### config.mk
export PLATFORM = sky130hd
export DESIGN_NAME = shared_reg_arbiter
export DESIGN_NICKNAME = d
export VERILOG_FILES = /design/src/rtl/shared_reg_arbiter_pkg.sv /design/src/rtl/shared_reg_arbiter_rr_pick.sv /design/src/rtl/shared_reg_arbiter.sv
export SDC_FILE = /design/constraint.sdc
export NUM_CORES = 1
export LEC_CHECK = 0
export CAP_MARGIN = 20
export CORE_ASPECT_RATIO = 1.5
export CORE_MARGIN = 2
export CORE_UTILIZATION = 48
export CTS_CLUSTER_SIZE = 8
export DETAILED_ROUTE_END_ITERATION = 6
export DONT_BUFFER_PORTS = 1
export SETUP_SLACK_MARGIN = 0.1
export SLEW_MARGIN = 10
export SYNTH_ARGS = -nofsm -noshare
export SYNTH_HDL_FRONTEND = slang
export SYNTH_SLANG_ARGS = --single-unit
### constraint.sdc
create_clock -name clk -period 8.7 [get_ports clk]
set_input_delay 0.87 -clock clk [delete_from_list [all_inputs] [get_ports clk]]
set_output_delay 0.87 -clock clk [all_outputs]
set_load 0.005 [all_outputs]
### src/rtl/shared_reg_arbiter_pkg.sv
`default_nettype none
// ============================================================================
//  Module      : shared_reg_arbiter_pkg
//  Description : Shared types and default sizing for the shared-register
//                write-port arbiter.
//  Revision    : 1.0 - initial release
// ============================================================================
package shared_reg_arbiter_pkg;

    localparam int NUM_REQ_DEF  = 4;
    localparam int DATA_W_DEF   = 8;
    localparam int MAX_HOLD_DEF = 4;

    // Wide enough for the largest legal MAX_HOLD (15)
    localparam int HOLD_W       = 4;

    typedef enum logic [0:0] {
        IDLE   = 1'b0,
        LOCKED = 1'b1
    } arb_state_t;

endpackage : shared_reg_arbiter_pkg
`default_nettype wire

### src/rtl/shared_reg_arbiter_rr_pick.sv
`default_nettype none
// ============================================================================
//  Module      : rr_pick
//  Description : Combinational round-robin search. Grants the first set bit
//                of req at or above ptr, wrapping from N-1 back to 0.
//  Revision    : 1.0 - initial release
// ============================================================================
module rr_pick
    import shared_reg_arbiter_pkg::*;
#(
    parameter int N     = NUM_REQ_DEF,
    parameter int IDX_W = $clog2(N)
) (
    input  logic [N-1:0]     req,
    input  logic [IDX_W-1:0] ptr,
    output logic [N-1:0]     gnt,
    output logic [IDX_W-1:0] gnt_idx,
    output logic             any
);

    // Walk offsets from farthest to nearest so the nearest request wins
    always_comb begin
        logic [IDX_W:0]   w_sum;
        logic [IDX_W-1:0] w_idx;
        gnt     = '0;
        gnt_idx = '0;
        w_sum   = '0;
        w_idx   = '0;
        for (int k = N - 1; k >= 0; k--) begin
            w_sum = {1'b0, ptr} + (IDX_W + 1)'(k);
            if (w_sum >= (IDX_W + 1)'(N)) begin
                w_sum = w_sum - (IDX_W + 1)'(N);
            end
            w_idx = w_sum[IDX_W-1:0];
            if (req[w_idx]) begin
                gnt        = '0;
                gnt[w_idx] = 1'b1;
                gnt_idx    = w_idx;
            end
        end
        any = |req;
    end

endmodule : rr_pick
`default_nettype wire

### src/rtl/shared_reg_arbiter.sv
`default_nettype none
// ============================================================================
//  Module      : shared_reg_arbiter
//  Description : Round-robin arbiter for one shared register write port with
//                optional bounded lock (burst ownership) per requester.
//                Write outputs are registered, one cycle after acceptance.
//  Revision    : 1.0 - initial release
// ============================================================================
module shared_reg_arbiter
    import shared_reg_arbiter_pkg::*;
#(
    parameter int NUM_REQ  = NUM_REQ_DEF,
    parameter int DATA_W   = DATA_W_DEF,
    parameter int MAX_HOLD = MAX_HOLD_DEF
) (
    input  logic                       clk,
    input  logic                       reset,
    input  logic [NUM_REQ-1:0]         req_valid_i,
    input  logic [NUM_REQ-1:0]         req_lock_i,
    input  logic [NUM_REQ*DATA_W-1:0]  req_data_i,
    output logic [NUM_REQ-1:0]         req_ready_o,
    output logic                       wr_en_o,
    output logic [DATA_W-1:0]          wr_data_o,
    output logic [$clog2(NUM_REQ)-1:0] owner_o,
    output logic                       locked_o
);

    localparam int                IDX_W      = $clog2(NUM_REQ);
    localparam logic [HOLD_W-1:0] c_MAX_HOLD = HOLD_W'(MAX_HOLD);
    localparam bit                c_CAN_LOCK = (MAX_HOLD > 1);
    localparam logic [IDX_W-1:0]  c_LAST_IDX = IDX_W'(NUM_REQ - 1);

    arb_state_t        r_state;
    logic [IDX_W-1:0]  r_ptr;
    logic [IDX_W-1:0]  r_owner;
    logic [HOLD_W-1:0] r_hold_cnt;

    logic [NUM_REQ-1:0] w_pick_gnt;
    logic [IDX_W-1:0]   w_pick_idx;
    logic               w_pick_any;
    logic [NUM_REQ-1:0] w_ready;
    logic [IDX_W-1:0]   w_win_idx;
    logic [IDX_W-1:0]   w_next_ptr;
    logic [DATA_W-1:0]  w_win_data;
    logic               w_accept;
    logic               w_win_lock;
    logic [HOLD_W-1:0]  w_hold_inc;

    rr_pick #(
        .N     (NUM_REQ),
        .IDX_W (IDX_W)
    ) u_rr_pick (
        .req     (req_valid_i),
        .ptr     (r_ptr),
        .gnt     (w_pick_gnt),
        .gnt_idx (w_pick_idx),
        .any     (w_pick_any)
    );

    // Grant: round-robin pick when idle, only the owner (if valid) when locked
    always_comb begin
        w_ready = '0;
        if (r_state == IDLE) begin
            w_ready = w_pick_any ? w_pick_gnt : '0;
        end else begin
            for (int i = 0; i < NUM_REQ; i++) begin
                if (IDX_W'(i) == r_owner) begin
                    w_ready[i] = req_valid_i[i];
                end
            end
        end
    end

    // Winner index, its data, and the pointer value that follows it
    always_comb begin
        w_win_idx  = (r_state == IDLE) ? w_pick_idx : r_owner;
        w_win_data = '0;
        for (int i = 0; i < NUM_REQ; i++) begin
            if (IDX_W'(i) == w_win_idx) begin
                w_win_data = req_data_i[i*DATA_W +: DATA_W];
            end
        end
        w_next_ptr = (w_win_idx == c_LAST_IDX) ? '0 : w_win_idx + 1'b1;
        w_win_lock = req_lock_i[w_win_idx];
        w_accept   = |w_ready;
        w_hold_inc = r_hold_cnt + 1'b1;
    end

    assign req_ready_o = w_ready;
    assign locked_o    = (r_state == LOCKED);
    assign owner_o     = r_owner;

    // Arbitration state and registered write outputs
    always_ff @(posedge clk or posedge reset) begin
        if (reset) begin
            r_state    <= IDLE;
            r_ptr      <= '0;
            r_owner    <= '0;
            r_hold_cnt <= '0;
            wr_en_o    <= 1'b0;
            wr_data_o  <= '0;
        end else begin
            wr_en_o <= w_accept;
            if (w_accept) begin
                wr_data_o <= w_win_data;
                r_owner   <= w_win_idx;
            end
            if (r_state == IDLE) begin
                if (w_accept) begin
                    if (w_win_lock && c_CAN_LOCK) begin
                        r_state    <= LOCKED;
                        r_hold_cnt <= HOLD_W'(1);
                    end else begin
                        r_ptr <= w_next_ptr;
                    end
                end
            end else begin
                if (w_accept && w_win_lock && (w_hold_inc < c_MAX_HOLD)) begin
                    r_hold_cnt <= w_hold_inc;
                end else begin
                    // Voluntary release, hold limit reached, or owner went idle
                    r_state    <= IDLE;
                    r_ptr      <= w_next_ptr;
                    r_hold_cnt <= '0;
                end
            end
        end
    end

endmodule : shared_reg_arbiter
`default_nettype wire
# Word-level counts from Yosys, hierarchy flattened
# Cells that the tools add are included.
# classes
eq_ne	9
muxes	54
order_cmp	14
add_sub_neg	9
n_reduce_logical	14
# ops
op	n
$mux W4	10
$mux W8	4
$mux W2	14
$mux W1	17
$lt A2 B3 Y1 const B	5
$bmux W1 S2	5
$ge A3 B3 Y1 const B	3
$demux W1 S2	4
$eq A2 B2 Y1 const A	4
$ge A2 B1 Y1 const B	4
$reduce_or A4 Y1	2
$sub A2 B1 Y2 const B	4
$add A2 B2 Y3 const B	2
$logic_and A1 B1 Y1	6
$add A4 B1 Y4 const B	1
$eq A1 B2 Y1 const A	2
$logic_not A2 Y1	2
$lt A4 B3 Y1 const B	1
$ne A2 B2 Y1 const B	2
$reduce_bool A2 Y1	2
$add A2 B1 Y3 const B	1
$ge A2 B3 Y1 const B	1
$reduce_and A3 Y1	1
$add A2 B1 Y2 const B	1
2 further kinds	2
# totals
inputBits	42
ff_bits	18

# Logic depth before layout (Yosys ltp)
# depth
ltp_word	18
mapped_depth	19
ltp_nobuf	16

# By module
# From an unflattened synthesis, not the netlist that was laid out.
# hier_totals
cells_unflattened	193
hier_area_um2	1662.8
# modules_own_cells
module	area_each_um2	seq_area_each_um2	instances	cells_each
shared_reg_arbiter	1164.9	450.4	1	131
rr_pick	498.0	0.0	1	62

# Worst setup path after synthesis
# No wires, ideal clock.
# synth_path
path_type	register -> register
start	register r_ptr[0]
end	register wr_data_o[7]
t_required_ns	8.623
setup_slack_ns	4.714
arrival_ns	3.909
stages_incl_launch_ff	20
path_cell_list	dfrtp_1 > buf_2 > clkinv_1 > ha_1 > clkbuf_1 > mux4_2 > a31oi_1 > o41ai_1 > a31oi_1 > inv_1 > ha_1 > clkbuf_1 > nor2b_1 > clkbuf_1 > a22oi_1 > nor2_1 > a21oi_1 > nor2_1 > a21oi_1 > a21oi_1
# synth_between
elab_chain_len	15
elab_cells_between_ends	63
classes_between	add/sub (7); order compare (12); eq/ne (3); mux (35); reduce/logical (6)
# synth_lines
item	line_no	rtl
start, declared	shared_reg_arbiter.sv:34	logic [IDX_W-1:0] r_ptr;
start signal, assigned	shared_reg_arbiter.sv:114	r_ptr <= w_next_ptr;
start signal, assigned	shared_reg_arbiter.sv:123	r_ptr <= w_next_ptr;
$add A2 B2 Y3	shared_reg_arbiter_rr_pick.sv:30	w_sum = {1'b0, ptr} + (IDX_W + 1)'(k);
$ge A3 B3 Y1 / $sub A2 B1 Y2 (equally long branches)	shared_reg_arbiter_rr_pick.sv:31, shared_reg_arbiter_rr_pick.sv:32	
$mux W2	shared_reg_arbiter_rr_pick.sv:31	if (w_sum >= (IDX_W + 1)'(N)) begin
$bmux W1 S2	shared_reg_arbiter_rr_pick.sv:35	if (req[w_idx]) begin
$mux W1 (implied by the code)	shared_reg_arbiter_rr_pick.sv:35	
$mux W2 (3 in series)	shared_reg_arbiter_rr_pick.sv:35	
$mux W2 *	shared_reg_arbiter_rr_pick.sv:35	
$mux W2 *	shared_reg_arbiter.sv:76	w_win_idx = (r_state == IDLE) ? w_pick_idx : r_owner;
net w_win_idx[0]	shared_reg_arbiter.sv:42	logic [IDX_W-1:0] w_win_idx;
$logic_not A2 Y1	shared_reg_arbiter.sv:79	if (IDX_W'(i) == w_win_idx) begin
$mux W8 (3 in series)	shared_reg_arbiter.sv:79	
$mux W8 *	shared_reg_arbiter.sv:79	
end signal, assigned	shared_reg_arbiter.sv:105	wr_data_o <= w_win_data;
end, declared	shared_reg_arbiter.sv:23	output logic [DATA_W-1:0] wr_data_o,
# Mark *: on every way through the listed nets, which the timed path passes. The rest lies on a longest branch. The select of a mux whose other input is x is not followed.
# A chain may end at the register's enable or synchronous reset.

# Final worst setup path
# layout_path
start	register r_ptr[0]
end	register wr_data_o[0]
# The elaborated chain is that of the path after synthesis.

==> run metrics <==
Seq pwr share 0.195; cell family with most CP delay compound AO/OA/AOI/OAI gates; # IOs 58; Crit. Startpoint r_ptr[0]; Worst Path Required 8.88 ns; placed instance area 1670 um^2; Nets 255; Reg clk slew, reported paths 0.07 ns; Hold Path Class flip-flop to flip-flop; Chip Width 52.4 um; Syn Area/Cell 8.04 um^2; WP buf/inv 2; Worst Path Max Fanout 17; worst r2r src r_ptr[0]; CTS tree done; hold_ws 0.525 ns; Ant. Diodes 0; Cell Rows 26; Critical Path AT 4.79 ns; clk sinks 18; CTS Hold Buffers Added 0; Area Overhead vs Synth 2.37%; Worst Skew 0.00335 ns; Die Area 4020 um^2; post-synth top area share 0.267; Synth Net Count 265; Post-Syn Instances 210; number of max-cap violations 0; Max Fclk 217 MHz; most used cell, CP a21oi_1; Sw Share 0.539; Synth warnings 0; Final Cell Area 1730 um^2; fin crit period 4.62 ns; gpl congestion 0.809; crit path capture wr_data_o[0]; Logic pwr share 0.734; mapped cell area 1690 um^2; share of cells above drive strength 1 0.0804; worst-margin pin slew 0.805 ns; Fillers 350; H-tree levels 1; slowest stage cell, crit path dfrtp_1; kind of critical path flip-flop to flip-flop; Core Box Area 3380 um^2; fraction of registers with async set/reset 1.00; final setup violation count 0; WL per Instance 18.2 um; Leak 0.760 nW; Die Ht 76.7 um; setup repair after global routing missed its margin no; Synth area leaders dfrtp_1 (27%), ha_1 (9.6%), a21oi_1 (9.2%); initial core utilization 0.499; vias in the first global route 1543; max_slew headroom 0.458; Overflow after GRT 0; Final Cycle Share 0.531; PD cells 549 nW/um^2; Yosys reg bits 18; P_int 0.437 mW; total number of vias 1557; Residual DRC 0; Switching Power 0.511 mW; All-Layer GR Usage 0.230; CP Capture Type flip-flop; FF-to-FF path depth 15; final WL 4380 um; Distinct cells, synth 46; FF-to-FF End wr_data_o[0]; drt via density 6.46; Worst VDD drop 0.000345 V; post-synthesis sequential area ratio 0.267; Longest Clk Path Bufs 2; most frequent cells in the layout a21oi_1 (31), nor2_1 (25), dfrtp_1 (18); post-CTS setup buffer count 0; first-pass GRT wire length 7150 um; antenna-violating nets left 0; Pins Over Slew Limit 0; Primary FF master, synth dfrtp_1; Critical Path Max Stage Delay 0.71 ns; later-pin clock latency in the skew report 0.25 ns; CTS Buf Count 3; number of flops mapped to enable cells by yosys 0; CP cell instances clkinv_1 -> ha_1 -> mux4_2 -> a31oi_1 -> o41ai_1 -> a31oi_1 -> inv_1 -> ha_1 -> nor2b_1 -> a22oi_1 -> nor2_1 -> a21oi_1 -> nor2_1 -> a21oi_1 -> a21oi_1; Crit. path cell count 15; clock power share 0.070; Port Buffer Count 0; 1st-pass router iterations 4; most common cell after layout, fill and taps aside a21oi_1; reg2reg setup slack 4.08 ns; CP Launch Type flip-flop; cell type with the highest aggregate area in the netlist dfrtp_1; dpl hpwl 3440 um; largest net degree at the start of global routing 20; Final Hold Vio Count 0; initial antenna violation count 0; Post-CTS Resized 0; Setup Total Neg Slack 0 ns; status complete, no violations; Design Power 0.948 mW; initial drt markers 50; Root Driver clkbuf_8
worst min-delay path: cells and delay by family, from the launching register on:
kind / cells / cell delay (ns)
flip-flops: 1 / 0.38
AO/OA/AOI/OAI: 1 / 0.06
AND/OR/NAND/NOR: 1 / 0.05
routing by layer:
metal | global-route usage | vias up | part of all wire
met1 | 0.253 | 746 | 0.36
met3 | 0.0350 | 11 | 0.051
li1 | - | 749 | -
met2 | 0.420 | 51 | 0.57
met5 | 0 | - | 0
met4 | 0.0897 | 0 | 0.026
cells by family after synthesis:
family,share of synthesized area
compound gates,0.246
flops,0.267
mux,0.0896
fa+ha+maj,0.0963
xor+xnor,0.00519
simple gates,0.236
buf+inv,0.0600
worst min path at each step:
stage | start | end | slack (ns) | cells past startpoint
finish | wr_data_o[4] | wr_data_o[4] | 0.53 | 2
global route | r_hold_cnt[1] | r_hold_cnt[1] | 0.55 | 1
CTS | wr_data_o[4] | wr_data_o[4] | 0.53 | 2
detailed placement | r_hold_cnt[1] | r_hold_cnt[1] | 0.52 | 1
global placement | r_hold_cnt[2] | r_hold_cnt[2] | 0.50 | 1
floorplan | wr_data_o[2] | wr_data_o[2] | 0.47 | 2
power by group through the flow:
| stage | Sequential [mW] | Combinational [mW] | Clock [mW] |
|---|---|---|---|
| 6_report | 0.185 | 0.696 | 0.0668 |
| 3_3_place_gp | 0.187 | 0.683 | 0 |
| 5_1_grt | 0.193 | 0.788 | 0.0718 |
| 3_5_place_dp | 0.187 | 0.702 | 0 |
| 4_1_cts | 0.187 | 0.700 | 0.0678 |
| 2_1_floorplan | 0.159 | 0.588 | 0 |
state kept, by name, indices dropped and copies added, names as in the netlist:
name,cells
r_ptr,2
wr_data_o,8
wr_en_o,1
r_hold_cnt,4
owner_o,2
locked_o,1
Yosys cell counts (2+ instances only):
library cell   n
a21o_1         2
a21oi_1       31
a22oi_1        7
a31o_2         2
a31oi_1        2
a32o_1         3
and2_1         3
buf_2          3
clkbuf_1      11
dfrtp_1       18
ha_1          13
inv_1          7
mux2_2         2
mux2i_1        5
mux4_2         3
nand2_1       17
nand2b_1       4
nand3_1        7
nand4_1        9
nor2_1        25
nor2b_1        2
nor3_1         2
o21ai_0        9
area by class of cell:
type                    count  area [um^2]  share of cell area
clock buffers               4         55.1              0.0318
well taps                  42         52.6              0.0304
inverters                   9         33.8              0.0195
flip-flops and latches     18          450               0.260
multi-input cells         168         1140               0.658
through the flow:
step / setup WS (ns) / instances / utilization
after floorplan: 4.71 / 210 / -
after global placement: 4.32 / 237 / 0.495
after detailed placement: 4.10 / 237 / 0.495
after CTS: 4.10 / 241 / 0.511
after global routing: 3.60 / 241 / 0.511
final: 4.08 / 241 / 0.511
(Power assumes the default switching activity.)
